<file path="src/rtl/mips_decode_exec_pkg.sv">
// ---------------------------------------------------------------------------
// mips_decode_exec_pkg
// Shared definitions for the MIPS decode/execute slice. It holds the opcode
// and funct constants, the ALU operation, immediate-extension and next-PC
// encodings, the control bundle, and the immediate extender helper.
// Optional feature macro: MIPS_SLT_EN (enables slt/sltu/slti decode).
// ---------------------------------------------------------------------------
package mips_decode_exec_pkg;

    typedef enum logic [2:0] {
        ALU_ADD  = 3'b000,
        ALU_SUB  = 3'b001,
        ALU_AND  = 3'b010,
        ALU_OR   = 3'b011,
        ALU_XOR  = 3'b100,
        ALU_NOR  = 3'b101,
        ALU_SLT  = 3'b110,
        ALU_SLTU = 3'b111
    } alu_ctr_e;

    typedef enum logic [1:0] {
        EXT_ZERO = 2'b00,
        EXT_SIGN = 2'b01,
        EXT_LUI  = 2'b10
    } ext_op_e;

    typedef enum logic [1:0] {
        NPC_SEQ  = 2'b00,
        NPC_BEQ  = 2'b01,
        NPC_JUMP = 2'b10
    } npc_sel_e;

    // Opcodes
    localparam logic [5:0] OP_RTYPE = 6'b000000;
    localparam logic [5:0] OP_J     = 6'b000010;
    localparam logic [5:0] OP_BEQ   = 6'b000100;
    localparam logic [5:0] OP_ADDI  = 6'b001000;
    localparam logic [5:0] OP_ADDIU = 6'b001001;
    localparam logic [5:0] OP_SLTI  = 6'b001010;
    localparam logic [5:0] OP_ANDI  = 6'b001100;
    localparam logic [5:0] OP_ORI   = 6'b001101;
    localparam logic [5:0] OP_XORI  = 6'b001110;
    localparam logic [5:0] OP_LUI   = 6'b001111;
    localparam logic [5:0] OP_LW    = 6'b100011;
    localparam logic [5:0] OP_SW    = 6'b101011;

    // R-type funct codes
    localparam logic [5:0] FN_ADD  = 6'b100000;
    localparam logic [5:0] FN_ADDU = 6'b100001;
    localparam logic [5:0] FN_SUB  = 6'b100010;
    localparam logic [5:0] FN_SUBU = 6'b100011;
    localparam logic [5:0] FN_AND  = 6'b100100;
    localparam logic [5:0] FN_OR   = 6'b100101;
    localparam logic [5:0] FN_XOR  = 6'b100110;
    localparam logic [5:0] FN_NOR  = 6'b100111;
    localparam logic [5:0] FN_SLT  = 6'b101010;
    localparam logic [5:0] FN_SLTU = 6'b101011;

    typedef struct packed {
        logic     reg_dst;
        logic     alu_src;
        logic     mem2reg;
        logic     mem_write;
        logic     reg_write;
        alu_ctr_e alu_ctr;
        ext_op_e  ext_op;
        npc_sel_e npc_sel;
    } ctrl_t;

    function automatic logic [31:0] extend_imm(input logic [15:0] imm, input ext_op_e op);
        case (op)
            EXT_SIGN: return {{16{imm[15]}}, imm};
            EXT_LUI:  return {imm, 16'h0000};
            default:  return {16'h0000, imm};
        endcase
    endfunction

endpackage

</file>
<file path="src/rtl/mips_alu.sv">
// ---------------------------------------------------------------------------
// mips_alu
// Purely combinational 32-bit ALU. ADD/SUB wrap with no overflow trap;
// SLT compares signed, SLTU unsigned, both giving 0 or 1.
// Ports:
//   i_srcA, i_srcB  32-bit operands
//   i_aluCtr        operation select
//   o_result        32-bit result
//   o_zero          high when o_result is zero
// ---------------------------------------------------------------------------
module mips_alu
    import mips_decode_exec_pkg::*;
(
    input  logic [31:0] i_srcA,
    input  logic [31:0] i_srcB,
    input  alu_ctr_e    i_aluCtr,
    output logic [31:0] o_result,
    output logic        o_zero
);

    always_comb begin
        // NOTE: every signal written in always_comb gets a value on every
        // path (default first), otherwise synthesis infers a latch.
        o_result = '0;
        case (i_aluCtr)
            ALU_ADD:  o_result = i_srcA + i_srcB;
            ALU_SUB:  o_result = i_srcA - i_srcB;
            ALU_AND:  o_result = i_srcA & i_srcB;
            ALU_OR:   o_result = i_srcA | i_srcB;
            ALU_XOR:  o_result = i_srcA ^ i_srcB;
            ALU_NOR:  o_result = ~(i_srcA | i_srcB);
            ALU_SLT:  o_result = {31'd0, $signed(i_srcA) < $signed(i_srcB)};
            ALU_SLTU: o_result = {31'd0, i_srcA < i_srcB};
            default:  o_result = '0;
        endcase
    end

    assign o_zero = (o_result == 32'd0);

endmodule

</file>
<file path="src/rtl/mips_decode_exec.sv">
// ---------------------------------------------------------------------------
// mips_decode_exec
// Single-cycle MIPS decode/execute slice: field split, main/ALU control
// decode, immediate extension, operand select and ALU, all outputs
// registered (1-cycle latency, one instruction per cycle).
// Optional feature macro: MIPS_SLT_EN -- when undefined, slt/sltu/slti
// decode as no-ops.
// Ports:
//   clk, reset (synchronous, active-high)
//   i_instr, i_busA, i_busB   instruction word and rs/rt register values
//   o_opcode..o_imm26         registered instruction fields
//   o_rw                      destination register (rd if regDst else rt)
//   o_aluResu, o_zero         ALU result and zero flag
//   o_regDst..o_nPC_sel       datapath controls
//   o_pcReset                 registered copy of reset
// ---------------------------------------------------------------------------
module mips_decode_exec
    import mips_decode_exec_pkg::*;
(
    input  logic        clk,
    input  logic        reset,
    input  logic [31:0] i_instr,
    input  logic [31:0] i_busA,
    input  logic [31:0] i_busB,
    output logic [5:0]  o_opcode,
    output logic [5:0]  o_funct,
    output logic [4:0]  o_rs,
    output logic [4:0]  o_rt,
    output logic [4:0]  o_rd,
    output logic [4:0]  o_shamt,
    output logic [15:0] o_imm16,
    output logic [25:0] o_imm26,
    output logic [4:0]  o_rw,
    output logic [31:0] o_aluResu,
    output logic        o_zero,
    output logic        o_regDst,
    output logic        o_aluSrc,
    output logic        o_mem2Reg,
    output logic        o_memWrite,
    output logic        o_regWrite,
    output logic [2:0]  o_aluCtr,
    output logic [1:0]  o_ext_op,
    output logic [1:0]  o_nPC_sel,
    output logic        o_pcReset
);

    logic [5:0]  w_opcode;
    logic [5:0]  w_funct;
    ctrl_t       w_ctrl;
    logic [31:0] w_srcB;
    logic [31:0] w_alu_res;
    logic        w_alu_zero;

    logic [31:0] r_instr;
    ctrl_t       r_ctrl;
    logic [4:0]  r_rw;
    logic [31:0] r_alu_res;
    logic        r_zero;
    logic        r_pc_reset;

    assign w_opcode = i_instr[31:26];
    assign w_funct  = i_instr[5:0];

    // Main and ALU control decode; anything unrecognised stays a no-op.
    always_comb begin
        w_ctrl = '0;
        case (w_opcode)
            OP_RTYPE: begin
                w_ctrl.reg_dst   = 1'b1;
                w_ctrl.reg_write = 1'b1;
                case (w_funct)
                    FN_ADD, FN_ADDU: w_ctrl.alu_ctr = ALU_ADD;
                    FN_SUB, FN_SUBU: w_ctrl.alu_ctr = ALU_SUB;
                    FN_AND:          w_ctrl.alu_ctr = ALU_AND;
                    FN_OR:           w_ctrl.alu_ctr = ALU_OR;
                    FN_XOR:          w_ctrl.alu_ctr = ALU_XOR;
                    FN_NOR:          w_ctrl.alu_ctr = ALU_NOR;
`ifdef MIPS_SLT_EN
                    FN_SLT:          w_ctrl.alu_ctr = ALU_SLT;
                    FN_SLTU:         w_ctrl.alu_ctr = ALU_SLTU;
`endif
                    default:         w_ctrl = '0;
                endcase
            end
            OP_ADDI, OP_ADDIU: begin
                w_ctrl.alu_src   = 1'b1;
                w_ctrl.reg_write = 1'b1;
                w_ctrl.ext_op    = EXT_SIGN;
            end
`ifdef MIPS_SLT_EN
            OP_SLTI: begin
                w_ctrl.alu_src   = 1'b1;
                w_ctrl.reg_write = 1'b1;
                w_ctrl.ext_op    = EXT_SIGN;
                w_ctrl.alu_ctr   = ALU_SLT;
            end
`endif
            OP_ANDI, OP_ORI, OP_XORI: begin
                w_ctrl.alu_src   = 1'b1;
                w_ctrl.reg_write = 1'b1;
                w_ctrl.alu_ctr   = (w_opcode == OP_ANDI) ? ALU_AND :
                                   (w_opcode == OP_ORI)  ? ALU_OR  : ALU_XOR;
            end
            OP_LUI: begin
                w_ctrl.alu_src   = 1'b1;
                w_ctrl.reg_write = 1'b1;
                w_ctrl.ext_op    = EXT_LUI;
            end
            OP_LW: begin
                w_ctrl.alu_src   = 1'b1;
                w_ctrl.reg_write = 1'b1;
                w_ctrl.mem2reg   = 1'b1;
                w_ctrl.ext_op    = EXT_SIGN;
            end
            OP_SW: begin
                w_ctrl.alu_src   = 1'b1;
                w_ctrl.mem_write = 1'b1;
                w_ctrl.ext_op    = EXT_SIGN;
            end
            OP_BEQ: begin
                w_ctrl.alu_ctr   = ALU_SUB;
                w_ctrl.npc_sel   = NPC_BEQ;
            end
            OP_J: begin
                // Jump only steers the PC; the ALU result is unused downstream.
                w_ctrl.alu_src   = 1'b1;
                w_ctrl.npc_sel   = NPC_JUMP;
            end
            default: w_ctrl = '0;
        endcase
    end

    assign w_srcB = w_ctrl.alu_src ? extend_imm(i_instr[15:0], w_ctrl.ext_op) : i_busB;

    mips_alu u_alu (
        .i_srcA   (i_busA),
        .i_srcB   (w_srcB),
        .i_aluCtr (w_ctrl.alu_ctr),
        .o_result (w_alu_res),
        .o_zero   (w_alu_zero)
    );

    always_ff @(posedge clk) begin
        // NOTE: sequential state uses non-blocking (<=) so every register
        // samples pre-edge values regardless of statement order.
        r_pc_reset <= reset;
        if (reset) begin
            r_instr   <= '0;
            r_ctrl    <= '0;
            r_rw      <= '0;
            r_alu_res <= '0;
            r_zero    <= 1'b1;
        end else begin
            r_instr   <= i_instr;
            r_ctrl    <= w_ctrl;
            r_rw      <= w_ctrl.reg_dst ? i_instr[15:11] : i_instr[20:16];
            r_alu_res <= w_alu_res;
            r_zero    <= w_alu_zero;
        end
    end

    assign o_opcode   = r_instr[31:26];
    assign o_rs       = r_instr[25:21];
    assign o_rt       = r_instr[20:16];
    assign o_rd       = r_instr[15:11];
    assign o_shamt    = r_instr[10:6];
    assign o_funct    = r_instr[5:0];
    assign o_imm16    = r_instr[15:0];
    assign o_imm26    = r_instr[25:0];
    assign o_rw       = r_rw;
    assign o_aluResu  = r_alu_res;
    assign o_zero     = r_zero;
    assign o_regDst   = r_ctrl.reg_dst;
    assign o_aluSrc   = r_ctrl.alu_src;
    assign o_mem2Reg  = r_ctrl.mem2reg;
    assign o_memWrite = r_ctrl.mem_write;
    assign o_regWrite = r_ctrl.reg_write;
    assign o_aluCtr   = r_ctrl.alu_ctr;
    assign o_ext_op   = r_ctrl.ext_op;
    assign o_nPC_sel  = r_ctrl.npc_sel;
    assign o_pcReset  = r_pc_reset;

endmodule

</file>
<file path="config.mk">
export PLATFORM = sky130hd
export DESIGN_NAME = mips_decode_exec
export DESIGN_NICKNAME = d
export VERILOG_FILES = /design/src/rtl/mips_decode_exec_pkg.sv /design/src/rtl/mips_alu.sv /design/src/rtl/mips_decode_exec.sv
export SDC_FILE = /design/constraint.sdc
export NUM_CORES = 1
export LEC_CHECK = 0
export ABC_AREA = 1
export CAP_MARGIN = 40
export CORE_MARGIN = 2
export CORE_UTILIZATION = 50
export CTS_CLUSTER_DIAMETER = 200
export DETAILED_ROUTE_END_ITERATION = 10
export GPL_TIMING_DRIVEN = 0
export PLACE_DENSITY = 0.8
export SYNTH_ARGS = -nofsm -noshare
export SYNTH_HDL_FRONTEND = slang
export SYNTH_SLANG_ARGS = --single-unit
</file>
<file path="constraint.sdc">
create_clock -name clk -period 5.4 [get_ports clk]
set_input_delay 0.54 -clock clk [delete_from_list [all_inputs] [get_ports clk]]
set_output_delay 0.54 -clock clk [all_outputs]
set_load 0.05 [all_outputs]
</file>
Word-level counts from Yosys, hierarchy flattened. Cells that the tools add are included. W data, S select, Z words.

Bits in read-only memories: 0. Flip-flop bits (word level): 83. Memory bits (writable): 0. Input port bits: 98. Logic and storage cells: 73. Bits in latches: 0. Memories kept: 0. Output and inout bits: 125.

Reductions and logical operators: 9. Equal/unequal tests: 27. Bitwise gates (word level): 4. $add $sub $neg: 2. Muxes and demuxes: 16. Div/mod/pow operators: 0. Multiply operators: 0. Magnitude comparators: 2. Shift-type cells: 0.

Operators by type and width (count): $pmux W32 S8 (1); $lt A32 B32 Y1 (2); $pmux W32 S2 (1); $eq A6 B6 Y1 const B (10); $eq A6 B4 Y1 const B (6); $add A32 B32 Y32 (1); $and A32 B32 Y32 (1); $logic_not A32 Y1 (1); $mux W32 (1); $not A32 Y32 (1); $or A32 B32 Y32 (1); $sub A32 B32 Y32 (1); $xor A32 B32 Y32 (1); $pmux W3 S5 (1); $eq A3 B3 Y1 const B (4); $mux W5 (2); $pmux W3 S3 (1); $reduce_or A9 Y1 (1); $pmux W1 S2 (4); $pmux W2 S2 (2); $reduce_or A8 Y1 (1); $reduce_or A7 Y1 (1); $eq A3 B2 Y1 const B (2); $eq A6 B2 Y1 const B (1); 11 further kinds (12).

Longest topological paths before layout. Gate-level depths: netlist of run 1.

Depth after elaboration: 10. Depth in mapped cells: 34.

Hierarchy. A second synthesis of run 1 with hierarchy kept.

Cells, all modules: 1879. Area, all modules: 10785.3 um^2.

Modules (own cells, without submodules): mips_alu (sequential area each 0.0 um^2, area an instance 7091.8 um^2, cells an instance 1375, times used 1); mips_decode_exec (sequential area each 1661.6 um^2, area an instance 3693.5 um^2, cells an instance 504, times used 1).

Worst setup path before layout of run 1. No wires, ideal clock.

Path kind: input to register. Start point: input port i_instr[31]. End point: register r_zero, in the netlist o_zero. Setup slack: 1.255 ns. Stages: 32. Arrival: 4.084 ns. Path through: nor2_8 nand2_4 nor2_1 inv_1 ha_1 clkbuf_1 nor2_1 clkbuf_1 o21ai_0 o21ai_0 inv_1 fa_1 nand2_1 nand2_1 o21ai_0 inv_1 nand2_1 nand2_1 nand3b_1 nand2_1 xor2_1 nand2_1 nand3_1 nor2_1 nand2_1 nor2_1 nand2_1 nor2_1 nand2_1 nor2_1 nand2_1 nand2_1.

RTL lines: from (decl) (line mips_decode_exec.sv:22) `input logic [31:0] i_instr,`; to (signal assigned) (line mips_decode_exec.sv:158) `r_zero <= w_alu_zero;`; to (decl) (line mips_decode_exec.sv:58) `logic r_zero;`.

==> results.txt, run 1 <==
* Antenna diode count: 0
* Reg power frac: 0.242
- Core Region: 18500 µm²
- Net count after synthesis: 1765
- Of the total power, combinational logic draws 0.536.
- The number of buffers and inverters on the critical path is 4.
- Slew Limit Headroom: 0.392
* First-pass GRT wire length: 58400 µm
- Type of the worst setup path: in2reg
- Critical path startpoint category: input port
- Setup Viol. Count Final: 0
- Number of buffers inserted by port buffering: 222
- Proportion of register bits with asynchronous set or reset after synthesis: 0
- After legalization and detailed placement, the total HPWL measured 31600 µm.
* Max-slew violation total from the final report: 0
* Vias in the first global route: 10500
- Net count of the finished layout: 1992
* Net switching share of the total power: 0.477
* Routed wire length: 39200 µm
- Transition time of the tightest slew-check pin: 0.912 ns
* Total die area: 19800 µm²
* Slowest Stage Delay on Critical Path: 0.52 ns
* Post-route standard cell area excluding fillers: 12300 µm²
- After floorplanning, the core was divided into 50 placement rows.
- Counting tap cells, the placed design contains a total of 2026 instances.
- The flow ran to the end, and the final reports show no timing, DRC or antenna violations.
- The share of total power dissipated in the clock network is 0.222.
- In this run the cell area measured after placement is 11900 µm².
- The tightest hold path in the finished design has a slack of 0.580 ns.
- EDFF count, synth: 0
- No sink is reached through more buffers than the 2 on the longest clock path.
* Total via count in the routed design: 11400
- The first detailed-routing pass took 6 iterations.
- Final cycle utilization of the critical path: 0.954
- The completed layout was analyzed and its total power is 2.86 mW.
* Hold violation count in the final report: 0
- Entering global routing, the biggest net connects 17 pins.
* Starting Density: 0.505
- The tree is rooted in a sky130_fd_sc_hd__clkbuf_16.
* Post-synthesis instance total: 1569
- Sequential cell area fraction in the yosys report: 0.178
- Leaving out fill and tap cells, the most frequent cell in the layout is sky130_fd_sc_hd__nand2_1.
* Die Ht: 141 µm
* Total number of yosys warnings: 0
- Grt ovf: 0
- Measured along the x axis, the die boundary spans 141 µm.
- CTS H-tree lvls: 3
- After layout, the worst setup slack is 0.248 ns.
- Via/cell ratio: 5.62
* Final routed wire length divided by cell count: 19.2 µm
- Critical path data required time: 5.70 ns
- In the final timing run, aggregate negative setup slack is 0 ns.
- Data on the critical path arrives at its endpoint at 5.45 ns.
- Compared with the post-synthesis result, the final layout area differs by 31.9%.
- The netlist uses 49 different library cells.
- Max-cap violations in this run came to 0.
* Highest-count cells in the layout ignoring fill and taps: sky130_fd_sc_hd__nand2_1 (325), sky130_fd_sc_hd__inv_1 (240), sky130_fd_sc_hd__clkdlybuf4s50_1 (219)
* Cell mode on critical path: sky130_fd_sc_hd__nand2_1
- The synthesized design contains 83 register bits.
* Final cell count without fillers: 2035
- Max stage delay cell, worst path: sky130_fd_sc_hd__clkdlybuf4s50_1
- Power density over cell area: 232 nW/µm²
* Static leakage: 6.14 nW
- Fraction of final layout cells sized beyond drive strength 1: 0.0988
- Critical Path Sink Type: flip-flop
- Average cell area after synthesis: 5.96 µm²
* Overall Global Routing Usage: 0.383
- Register clock-pin slew on the reported worst setup and hold paths: 0.08 ns
- VDD sags by at most 0.000151 V.
- Before CTS, the worst setup slack after placement is -1.02 ns.
- TritonCTS built the clock tree.
- Time the final worst path needs with I/O delays and setup: 5.15 ns
- In this run the worst hold path is classified as in2reg.
- Buffers inserted during clock tree synthesis total 9.
* Final core utilization: 0.666
* Total clock sinks: 83
- Number of nets with antenna violations after detailed routing: 0
* Total internal power: 1.50 mW
- In the routed design, unresolved DRC markers number 0.
- The cell area that synthesis handed to floorplanning was 9350 µm².
- 223 I/O pins were placed.
- Gp weighted congestion: 1.12
- Antenna violations before repair: 0
- Ys flop type: sky130_fd_sc_hd__dfxtp_1
* Biggest fanout along the worst timing path: 8
- Starting DRC count in detailed routing: 1381
* Maximum operating frequency: 0.194 GHz
- Grouping stages by cell kind, the critical path spends the most delay in simple AND/OR/NAND/NOR gates.
- P_sw: 1.36 mW
==> path summary, 6_finish.rpt <==
kind / from / to / slack (ns) / depth (start not counted)
max: i_instr[30] / o_zero / 0.25 / 29
min: i_instr[31] / r_instr[31] / 0.58 / 3
==> metal layers <==
metal,track usage,up-vias,share of wire
met2,0.598,674,0.43
met3,0.0873,102,0.12
met1,0.511,5214,0.41
li1,-,5452,-
met5,0,-,0
met4,0.153,0,0.040
==> cell type report <==
cell class              count  area [µm²]
multi-input cells        1138        6310
fillers                  1710        6180
repair buffers            231        2300
flip-flops and latches     83        1660
inverters                 244         917
plain buffers              89         568
well taps                 234         293
clock buffers               9         225
clock inverters             7        57.6
==> synth_stat cells, types with 8 or more instances <==
cell | number | share of area
sky130_fd_sc_hd__buf_4 | 45 | 0.036
sky130_fd_sc_hd__inv_1 | 241 | 0.097
sky130_fd_sc_hd__xor2_1 | 11 | 0.010
sky130_fd_sc_hd__nor3_1 | 12 | 0.0064
sky130_fd_sc_hd__or2_2 | 18 | 0.012
sky130_fd_sc_hd__a31oi_1 | 11 | 0.0074
sky130_fd_sc_hd__clkbuf_1 | 43 | 0.017
sky130_fd_sc_hd__buf_2 | 8 | 0.0043
sky130_fd_sc_hd__nand4_1 | 30 | 0.020
sky130_fd_sc_hd__nor2_1 | 202 | 0.081
sky130_fd_sc_hd__a221oi_1 | 8 | 0.0075
sky130_fd_sc_hd__a21oi_1 | 92 | 0.049
sky130_fd_sc_hd__nand2_1 | 327 | 0.13
sky130_fd_sc_hd__ha_1 | 96 | 0.13
sky130_fd_sc_hd__o21ai_0 | 136 | 0.073
sky130_fd_sc_hd__nand3_1 | 119 | 0.064
sky130_fd_sc_hd__dfxtp_1 | 83 | 0.18
==> repair_timing <==
| item | 4_1_cts | 5_1_grt |
|---|---|---|
| pin swaps | 1 | 10 |
| resized for setup | 28 | 58 |
| setup buffers | 0 | 8 |
| hold buffers | 0 | 0 |
| hold endpoints to repair | 0 | 0 |
| setup endpoints to repair | 10 | 10 |
==> state kept, by name, indices dropped and copies added, names as in the netlist <==
signal	count
o_memWrite	1
o_aluSrc	1
o_aluResu	32
o_regWrite	1
o_mem2Reg	1
r_instr	32
o_nPC_sel	2
o_ext_op	2
o_regDst	1
o_pcReset	1
o_aluCtr	3
o_zero	1
o_rw	5
==> power groups by stage <==
stage	clock (mW)	combinational [mW]	sequential (mW)
CTS	0.637	1.46	0.691
finish	0.635	1.53	0.691
global placement	0	1.43	0.703
global route	0.661	1.64	0.695
floorplan	0	0.756	0.897
detailed placement	0	1.44	0.705
==> worst min-delay path, cell delays in order <==
cell and delay (ns):
sky130_fd_sc_hd__dlymetal6s2s_1 0.21, sky130_fd_sc_hd__inv_1 0.09, sky130_fd_sc_hd__nor2_1 0.04
==> logic make-up after synthesis <==
| logic type | after synthesis | share of synthesized area |
|---|---|---|
| buffers and inverters | 348 | 0.163 |
| AOI/OAI and AO/OA | 286 | 0.169 |
| and+or+nand+nor | 743 | 0.347 |
| adders and majority gates | 98 | 0.133 |
| xor gates and xnor gates | 11 | 0.0103 |
| DFF | 83 | 0.178 |
Note: power is estimated with default switching activity, not from simulation.
==> inputs of run 2 (changes only) <==
--- a/config.mk
+++ b/config.mk
@@ -12,6 +12,7 @@
 export CTS_CLUSTER_DIAMETER = 200
 export DETAILED_ROUTE_END_ITERATION = 10
 export GPL_TIMING_DRIVEN = 0
+export HOLD_SLACK_MARGIN = 0.12
 export PLACE_DENSITY = 0.8
 export SYNTH_ARGS = -nofsm -noshare
 export SYNTH_HDL_FRONTEND = slang
==> results of run 2 <==
Final layout, timing and power as in run 1 (identical DEF).
==> inputs of run 3 (changes only) <==
--- a/config.mk
+++ b/config.mk
@@ -13,6 +13,7 @@
 export DETAILED_ROUTE_END_ITERATION = 10
 export GPL_TIMING_DRIVEN = 0
 export HOLD_SLACK_MARGIN = 0.12
+export MAX_ROUTING_LAYER = met4
 export PLACE_DENSITY = 0.8
 export SYNTH_ARGS = -nofsm -noshare
 export SYNTH_HDL_FRONTEND = slang
==> run 3 against run 2 <==
Compared with the run above:
- die area stayed put
- count of clock-buffer cells in the layout did not move
- fmax shrank 0.84%
- critical path depth grew 2
- worst setup slack got worse by 0.044 ns
- sequential power hardly changed
- combinational power hardly changed
- final cell count shrank 0.15%
==> results.txt, run 3 (synthesis gave the netlist of run 1 again) <==
- Antenna diode count: 0 (unchanged)
- Worst hold path depth: 3 (unchanged)
- The sequential fraction of design power is 0.238 (-0.004).
- Starting DRC count in detailed routing: 1354 (-2.0%)
- CTS tree: yes
- Status: finished, final reports clean
- The final instance count without filler cells was 2032 (-0.15%).
- The estimated wirelength of the detail-placed design is 32100 µm (+1.4%).
- The die outline area is 19800 µm² (unchanged).
- In this design, the critical path's most frequently occurring cell is sky130_fd_sc_hd__nand2_1.
- The maximum number of pins on one net before global-route repair came to 17 (unchanged).
- Arrival time worst endpoint: 5.48 ns (+0.03 ns)
- The final critical path time including I/O delays and setup came to 5.20 ns (+0.0437 ns).
- Crit path launch: i_instr[26]
- TNS Setup: 0 ns (unchanged)
- Cell class contributing the biggest share of worst-path delay: simple AND/OR/NAND/NOR gates
- Critical path startpoint category: input port
* Max stage delay cell, worst path: sky130_fd_sc_hd__clkdlybuf4s50_1
- Number of buffers inserted by port buffering: 222 (unchanged)
- Grt ovf: 0 (unchanged)
* Standard-cell rows: 50 (unchanged)
- Final routed wire length divided by cell count: 19.5 µm (+1.5%)
- The clock buffer count from CTS came to 9 (unchanged).
* Peak supply drop: 0.000160 V (+6.1%)
- The share of the cycle needed by the critical path after routing is 0.962 (+0.00809).
* Core Region: 18500 µm² (unchanged)
- Placed Cells: 2026 (unchanged)
* Critical Path Stages: 31 (+6.9%)
- The headroom to the max-slew limit was 0.456 (+0.0645).
- Max-slew violation total from the final report: 0 (unchanged)
- The slew at the pin with the worst max-slew slack is 0.815 ns (-0.0968 ns).
* Vias in the first global route: 10700 (+1.8%)
* Power density over cell area: 235 nW/µm² (+1.4%)
- The fraction of layout cells with a size suffix above 1 was 0.102 (+0.00295).
- The longest individual stage delay on the worst path is 0.50 ns (-0.02 ns).
* Overall Global Routing Usage: 0.398 (+0.0160)
- In this run the clock root is driven by a sky130_fd_sc_hd__clkbuf_16.
- From synthesis to final layout, the design area changed by 32.3%.
- Comb pwr share: 0.529 (-0.007)
- First-pass GRT wire length: 59100 µm (+1.3%)
- The number of antenna violations at the first check in global routing came to 0 (unchanged).
* Setup Viol. Count Final: 0 (unchanged)
* Number of nets with antenna violations after detailed routing: 0 (unchanged)
* Final core utilization: 0.668 (+0.00203)
- The die width is 141 µm (unchanged).
- Maximum operating frequency: 0.192 GHz (-0.84%)
- The post-route total power came to 2.91 mW (+1.7%).
* P_sw: 1.37 mW (+0.25%)
* Max-cap violations: 0 (unchanged)
- The via density per instance came to 5.68 (+1.1%).
- Register clock-pin slew on the reported worst setup and hold paths: 0.07 ns (about the same)
- The path class of the tightest hold or removal check is in2reg.
- The routed wire length was 39700 µm (+1.4%).
* Largest buffer count on any clock path: 2 (unchanged)
- The initial standard-cell utilization of the core is 0.505 (unchanged).
- The count of clock tree sinks came to 83 (unchanged).
- Residual DRC: 0 (unchanged)
- Net switching share of the total power: 0.470 (-0.00677)
- The number of buffers inserted by hold repair at cts was 0 (unchanged).
- Total via count in the routed design: 11600 (+0.95%)
- The count of buffering cells on the critical path with inverters included was 7 (+3).
* Highest-count cells in the layout ignoring fill and taps: sky130_fd_sc_hd__nand2_1 (325), sky130_fd_sc_hd__inv_1 (239), sky130_fd_sc_hd__clkdlybuf4s50_1 (218)
* Clock Power Share: 0.233 (+0.011)
- The library cell used most frequently in the layout, excluding fill and tap cells, is sky130_fd_sc_hd__nand2_1.
- DRT Pass-1 Iters: 6 (unchanged)
- CTS H-tree lvls: 3 (unchanged)
- Gp weighted congestion: 1.05 (-6.2%)
- Static leakage: 6.16 nW (+0.28%)
* Total internal power: 1.54 mW (+3.0%)
- The worst setup path is of the in2reg kind.
- Die Ht: 141 µm (unchanged)
- Net count of the finished layout: 1989 (-0.15%)
- Fill cell total of the finished layout: 1725 (+0.88%)
- Critical path data required time: 5.69 ns (about the same)
- Critical Path Sink Type: flip-flop
- The largest driver fanout on the critical path is 10 (+2).
- The number of placed I/O pins was 223 (unchanged).
* Hold Crit Start: i_instr[31]
* Hold violation count in the final report: 0 (unchanged)
run 3: cell count changes in the layout (fill, tap and decap cells not counted), moves of 2 or more:
cell                      delta
sky130_fd_sc_hd__nor2_1      -4
sky130_fd_sc_hd__nor2_2      +5
sky130_fd_sc_hd__o21ai_1     -2
sky130_fd_sc_hd__o21ai_2     +2
sky130_fd_sc_hd__ha_2        -2
run 3: power groups by stage:
stage	Sequential [mW]	Clock, mW	Combinational, mW
after floorplan	0.897	0	0.756
after global placement	0.703	0	1.44
after global routing	0.695	0.695	1.65
after detailed placement	0.705	0	1.45
final	0.691	0.676	1.54
after CTS	0.691	0.676	1.48
run 3: tightest hold or removal path, cell delays in order:
cell                             delay, ns
sky130_fd_sc_hd__dlymetal6s2s_1       0.22
sky130_fd_sc_hd__inv_1                0.08
sky130_fd_sc_hd__nor2_1               0.04
run 3: per-stage QoR:
stage          hold slack, ns  worst slack, ns  area (µm²)
2_1_floorplan           0.568             1.25        9350
3_3_place_gp             1.02            -1.08       11900
3_5_place_dp             1.04            -1.05       11900
4_1_cts                 0.667          0.00172       12300
5_1_grt                 0.580          -0.0386       12400
6_report                0.564            0.205       12400
run 3: metal layers:
| layer | up-vias | share of wire | global-route usage |
|---|---|---|---|
| li1 | 5453 | - | - |
| met1 | 5218 | 0.40 | 0.508 |
| met2 | 760 | 0.44 | 0.612 |
| met3 | 120 | 0.12 | 0.0910 |
| met4 | 0 | 0.043 | 0.162 |
| met5 | - | 0 | - |
run 3: final cells by class:
cell class	count	area, µm²	share of cell area
multi-input combinational	1138	6340	0.512
timing repair buffer	229	2290	0.185
sequential	83	1660	0.134
inverter	244	917	0.0741
buffer	88	567	0.0458
tap	234	293	0.0237
clock buffer	9	225	0.0182
clock inverter	7	82.6	0.00667
run 3: final timing paths:
path / slack (ns) / to
setup / recovery: 0.20 / o_zero
hold / removal: 0.56 / r_instr[31]
run 3: repair_timing:
action,in CTS,in global routing
resized for setup,44,50
buffers inserted,3,3
endpoints found under the setup margin,5,9
pin swaps,2,7
==> RTL change 1, RTL diff (settings of run 3) <==
The option `MIPS_SLT_EN` is turned on by a define.
--- a/src/rtl/mips_decode_exec.sv
+++ b/src/rtl/mips_decode_exec.sv
@@ -16,2 +16,4 @@
 // ---------------------------------------------------------------------------
+`define MIPS_SLT_EN
+
 module mips_decode_exec
Behaviour: not the same (Yosys sat finds a counterexample within 4 cycles, from zero or initial values and one cycle with reset high).
==> RTL change 1 against run 3 <==
  * Hold slack gained 0.033 ns
  * Power increased by 0.27%
  * Worst setup slack lost 0.090 ns
  * Non-clock buffer count rose by 15
  * Cell area grew 2.8%
  * First-iteration DRC count fell by 1.0%
  * Die area grew 2.5%
  * Via count rose by 3.6%
  * Global-route usage is 0.70 points higher
  * Combinational power increased by 3%
  * Routed wire length increased by 4.9%
  * Sequential share of layout area fell by 0.36 points
  * Synthesized area grew 2.6%
  * Sequential cell count unchanged
==> RTL change 1: results (changes against run 3) <==
{| class="wikitable"
! Metric !! Value
|-
| Result of the run || complete, no violations
|-
| Leakage power || 6.31 nW (+2.4%)
|-
| Count of nets after finishing || 2047 (+2.9%)
|-
| Xor-xnor portion of the synthesized cell area || 1.83% (+0.80 points)
|-
| Met3 usage in global routing || 9.45% (+0.35 points)
|-
| Worst hold start || i_instr[30]
|-
| Fraction of the mapped netlist area in compound gates || 16.0% (-0.94 points)
|-
| Number of global-route vias before repair || 11023 (+3.1%)
|-
| Combined area of the multi-input logic cells || 6520 µm² (+2.8%)
|-
| Clock buf count || 10 (+1)
|-
| Proportion of final cell area spent on non-clock buffers || 23.1% (+0.067 points)
|-
| Slew of the pin with the lowest slew margin || 0.925 ns (+0.109 ns)
|-
| Share of synthesized area spent on multiplexers || 0.104% (+0.10 points)
|-
| Worst Path Arrival || 5.56 ns (+0.08 ns)
|-
| Power per cell area || 229 nW/µm² (-2.4%)
|-
| Fraction of layout instances using a drive strength above 1 || 12.3% (+2.2 points)
|-
| Global-route total usage across every layer || 40.5% (+0.70 points)
|-
| Number of antenna violations at the first check in global routing || 0 (unchanged)
|-
| Die area || 20300 µm² (+2.5%)
|-
| Mapped Nets || 1804 (+2.2%)
|-
| Adder-Cell Fraction of Synth Area || 13.1% (-0.21 points)
|-
| Delay of the slowest critical-path stage || 0.52 ns (+0.02 ns)
|-
| Number of distinct library cells after synthesis || 51 (+4.1%)
|-
| Grt met1 use || 50.0% (-0.82 points)
|-
| Detailed placer's ending HPWL || 33900 µm (+5.9%)
|-
| 1st-iter DRT viols || 1340 (-1.0%)
|-
| Signal buffers || 332 (+4.7%)
|-
| Proportion of cell area occupied by registers || 13.1% (-0.36 points)
|-
| Leading post-synthesis cells by instance count || nand2_1, inv_1, nor2_1, nand3_1, o21ai_0
|-
| Met2 track demand over resource || 62.9% (+1.7 points)
|-
| RePlAce Congestion || 1.09 (+4.5%)
|-
| Placed cell areas || 12100 µm² (+2.1%)
|-
| Total wire length || 41700 µm (+4.9%)
|-
| Clock buffer and inverter area fraction after layout || 2.31% (-0.18 points)
|-
| WHS Endpoint || r_instr[30]
|-
| Inverters || 268 (+9.8%)
|}
-- RTL change 1: repair_timing --
item | CTS | global route
buffers inserted | 1 | 11
pin swaps | 1 | 4
resized for setup | 26 | 73
setup endpoints to repair | 11 | 13
endpoints found under the hold margin | 0 | 0
-- RTL change 1: worst max-delay path by stage --
stage,startpoint,endpoint,slack [ns],cells after the start
after floorplan,i_instr[29],o_zero,1.13,31
after global placement,i_instr[29],o_zero,-0.93,29
after detailed placement,i_instr[28],o_zero,-0.95,28
after CTS,i_instr[29],o_zero,0.02,30
after global routing,i_instr[29],o_zero,-0.13,28
final,i_instr[29],o_zero,0.12,29
-- RTL change 1: per-stage QoR --
step	cells	hold WS [ns]	setup TNS, ns
after floorplan	1607	0.568	0
after global placement	2063	1.02	-6.65
after detailed placement	2066	1.06	-7.49
after CTS	2080	0.694	0
after global routing	2089	0.631	-0.133
final	2089	0.597	0
-- RTL change 1: layer usage --
metal  wire length (µm)  vias up
met2              18300      769
met5                  0        -
met4               2050        0
li1                   -     5578
met1              16500     5458
met3               4850      158
-- RTL change 1: critical path, delay by kind of cell --
| family | cells | cell delay [ns] |
|---|---|---|
| AND/OR/NAND/NOR | 16 | 1.96 |
| buffers and inverters | 6 | 1.16 |
| AO/OA/AOI/OAI | 5 | 1.03 |
| adder cells (fa/ha/maj) | 2 | 0.86 |
-- RTL change 1: cells by family after synthesis --
| group | after synthesis |
|---|---|
| buffers and inverters | 368 |
| and+or+nand+nor | 757 |
| adders and majority gates | 99 |
| AOI/OAI and AO/OA | 279 |
| xor gates and xnor gates | 20 |
| DFF | 83 |
| muxes | 1 |
-- RTL change 1: power by group --
group	internal [W]	total, W	switching (W)
combinational	0.000518	0.00159	0.00107
clock	0.000335	0.000627	0.000292
sequential	0.000670	0.000694	0.0000239
total	0.00152	0.00291	0.00139
==> RTL change 2, RTL diff (settings of run 3) <==
Made on the original files. Register the inputs `i_instr`, `i_busA` and `i_busB` before use. The logic sees them one clock later.
--- a/src/rtl/mips_decode_exec.sv
+++ b/src/rtl/mips_decode_exec.sv
@@ -46,2 +46,12 @@
 
+    logic [31:0] i_instr_q;
+    logic [31:0] i_busA_q;
+    logic [31:0] i_busB_q;
+
+    always_ff @(posedge clk) begin
+        i_instr_q <= i_instr;
+        i_busA_q  <= i_busA;
+        i_busB_q  <= i_busB;
+    end
+
     logic [5:0]  w_opcode;
@@ -60,4 +70,4 @@
 
-    assign w_opcode = i_instr[31:26];
-    assign w_funct  = i_instr[5:0];
+    assign w_opcode = i_instr_q[31:26];
+    assign w_funct  = i_instr_q[5:0];
 
@@ -132,6 +142,6 @@
 
-    assign w_srcB = w_ctrl.alu_src ? extend_imm(i_instr[15:0], w_ctrl.ext_op) : i_busB;
+    assign w_srcB = w_ctrl.alu_src ? extend_imm(i_instr_q[15:0], w_ctrl.ext_op) : i_busB_q;
 
     mips_alu u_alu (
-        .i_srcA   (i_busA),
+        .i_srcA   (i_busA_q),
         .i_srcB   (w_srcB),
@@ -153,5 +163,5 @@
         end else begin
-            r_instr   <= i_instr;
+            r_instr   <= i_instr_q;
             r_ctrl    <= w_ctrl;
-            r_rw      <= w_ctrl.reg_dst ? i_instr[15:11] : i_instr[20:16];
+            r_rw      <= w_ctrl.reg_dst ? i_instr_q[15:11] : i_instr_q[20:16];
             r_alu_res <= w_alu_res;
Formal check against the unedited RTL: not equivalent (a bounded check fails within 4 cycles, from zero or initial values and one cycle with reset high).
==> RTL change 2 against run 3 <==
  * Critical path depth fell by 4
  * Power rose by 44%
  * Cell area rose by 18%
  * Routed wire length rose by 2.9%
  * Synthesized area rose by 22%
  * Sequential power rose by 110%
  * Sequential cell count rose by 96
  * Worst setup slack improved by 0.12 ns
  * Critical path type is now reg2reg
  * Largest power group is now sequential cells
==> RTL change 2: results (changes against run 3) <==
{| class="wikitable"
! Metric !! Value
|-
| Result of the run || complete, no violations
|-
| Clock share of power || 30.3% (+7.0 points)
|-
| WHS || 0.411 ns (-0.153 ns)
|-
| Leakage power || 7.18 nW (+17%)
|-
| Adder-Cell Fraction of Synth Area || 10.9% (-2.4 points)
|-
| Global-route wire length before repair || 61700 µm (+4.3%)
|-
| Share of total power in combinational logic || 34.9% (-18 points)
|-
| Fraction of the yosys area taken by sequential cells || 31.4% (+14 points)
|-
| Fraction of layout instances using a drive strength above 1 || 8.20% (-2.0 points)
|-
| Routed length per placed instance || 18.4 µm (-6.0%)
|-
| Number of buffers added by the clock tree synthesis step || 17 (+8)
|-
| Fraction of the mapped netlist area in compound gates || 12.4% (-4.5 points)
|-
| Met3 wire length || 4100 µm (-14%)
|-
| Met2 wirelength from detailed routing || 18000 µm (+2.7%)
|-
| Total wire length || 40900 µm (+2.9%)
|-
| Worst hold start || i_instr_q[24]
|-
| Int Power || 0.00253 W (+64%)
|-
| Xor-xnor portion of the synthesized cell area || 0.999% (-0.031 points)
|-
| RePlAce Congestion || 1.02 (-2.4%)
|-
| WL met1 || 17500 µm (+11%)
|-
| Per-cell via count in the routed design || 5.36 (-5.8%)
|-
| Worst Path Arrival || 5.47 ns (about the same)
|-
| 1st-iter DRT viols || 1115 (-18%)
|-
| Minimum period implied by the final worst setup slack || 5.08 ns (-0.120 ns)
|-
| Leading post-synthesis cells by instance count || nand2_1, inv_1, nor2_1, dfxtp_1, nand3_1
|-
| Dpl cells || 2198 (+8.5%)
|-
| Final-layout fill cell count || 2076 (+20%)
|-
| Post-CTS Setup Bufs || 0 (-3)
|-
| Max rail drop VDD || 0.208 mV (+30%)
|-
| WHS Endpoint || r_instr[24]
|-
| Mapped Nets || 1887 (+6.9%)
|-
| Pin count of the biggest net entering global routing || 20 (+3)
|-
| Post-placement worst setup slack || 0.0264 ns (+1.07 ns)
|-
| Placed cell areas || 14000 µm² (+18%)
|-
| Critical path's slowest cell || ha_1
|}
==> RTL change 2: changes by cell type in the layout (fill, tap and decap cells not counted), sizes merged, moves of 8 or more <==
cell    before  now
o21ai      141  117
nand2      333  362
nor2       213  205
dfxtp       83  179
clkbuf      36   49
inv        247  275
==> RTL change 2: layout make-up <==
cell class / count / area share, %
Inverter: 268 / 6.92
Tap cell: 285 / 2.45
Clock inverter: 14 / 1.09
Clock buffer: 18 / 2.95
Buffer: 101 / 4.41
Multi-Input combinational cell: 1137 / 42.3
Timing Repair Buffer: 222 / 15.3
Sequential cell: 179 / 24.6
==> RTL change 2: repair_timing <==
item                                    4_1_cts  5_1_grt
hold endpoints to repair                      0        0
gates resized for setup                       1       20
endpoints found under the setup margin        1        7
==> RTL change 2: cell families after synthesis <==
kind of cell	after synthesis
AO/OA/AOI/OAI	251
XOR/XNOR	13
adder cells (fa/ha/maj)	98
buffers and inverters	375
flip-flops	179
AND/OR/NAND/NOR	775
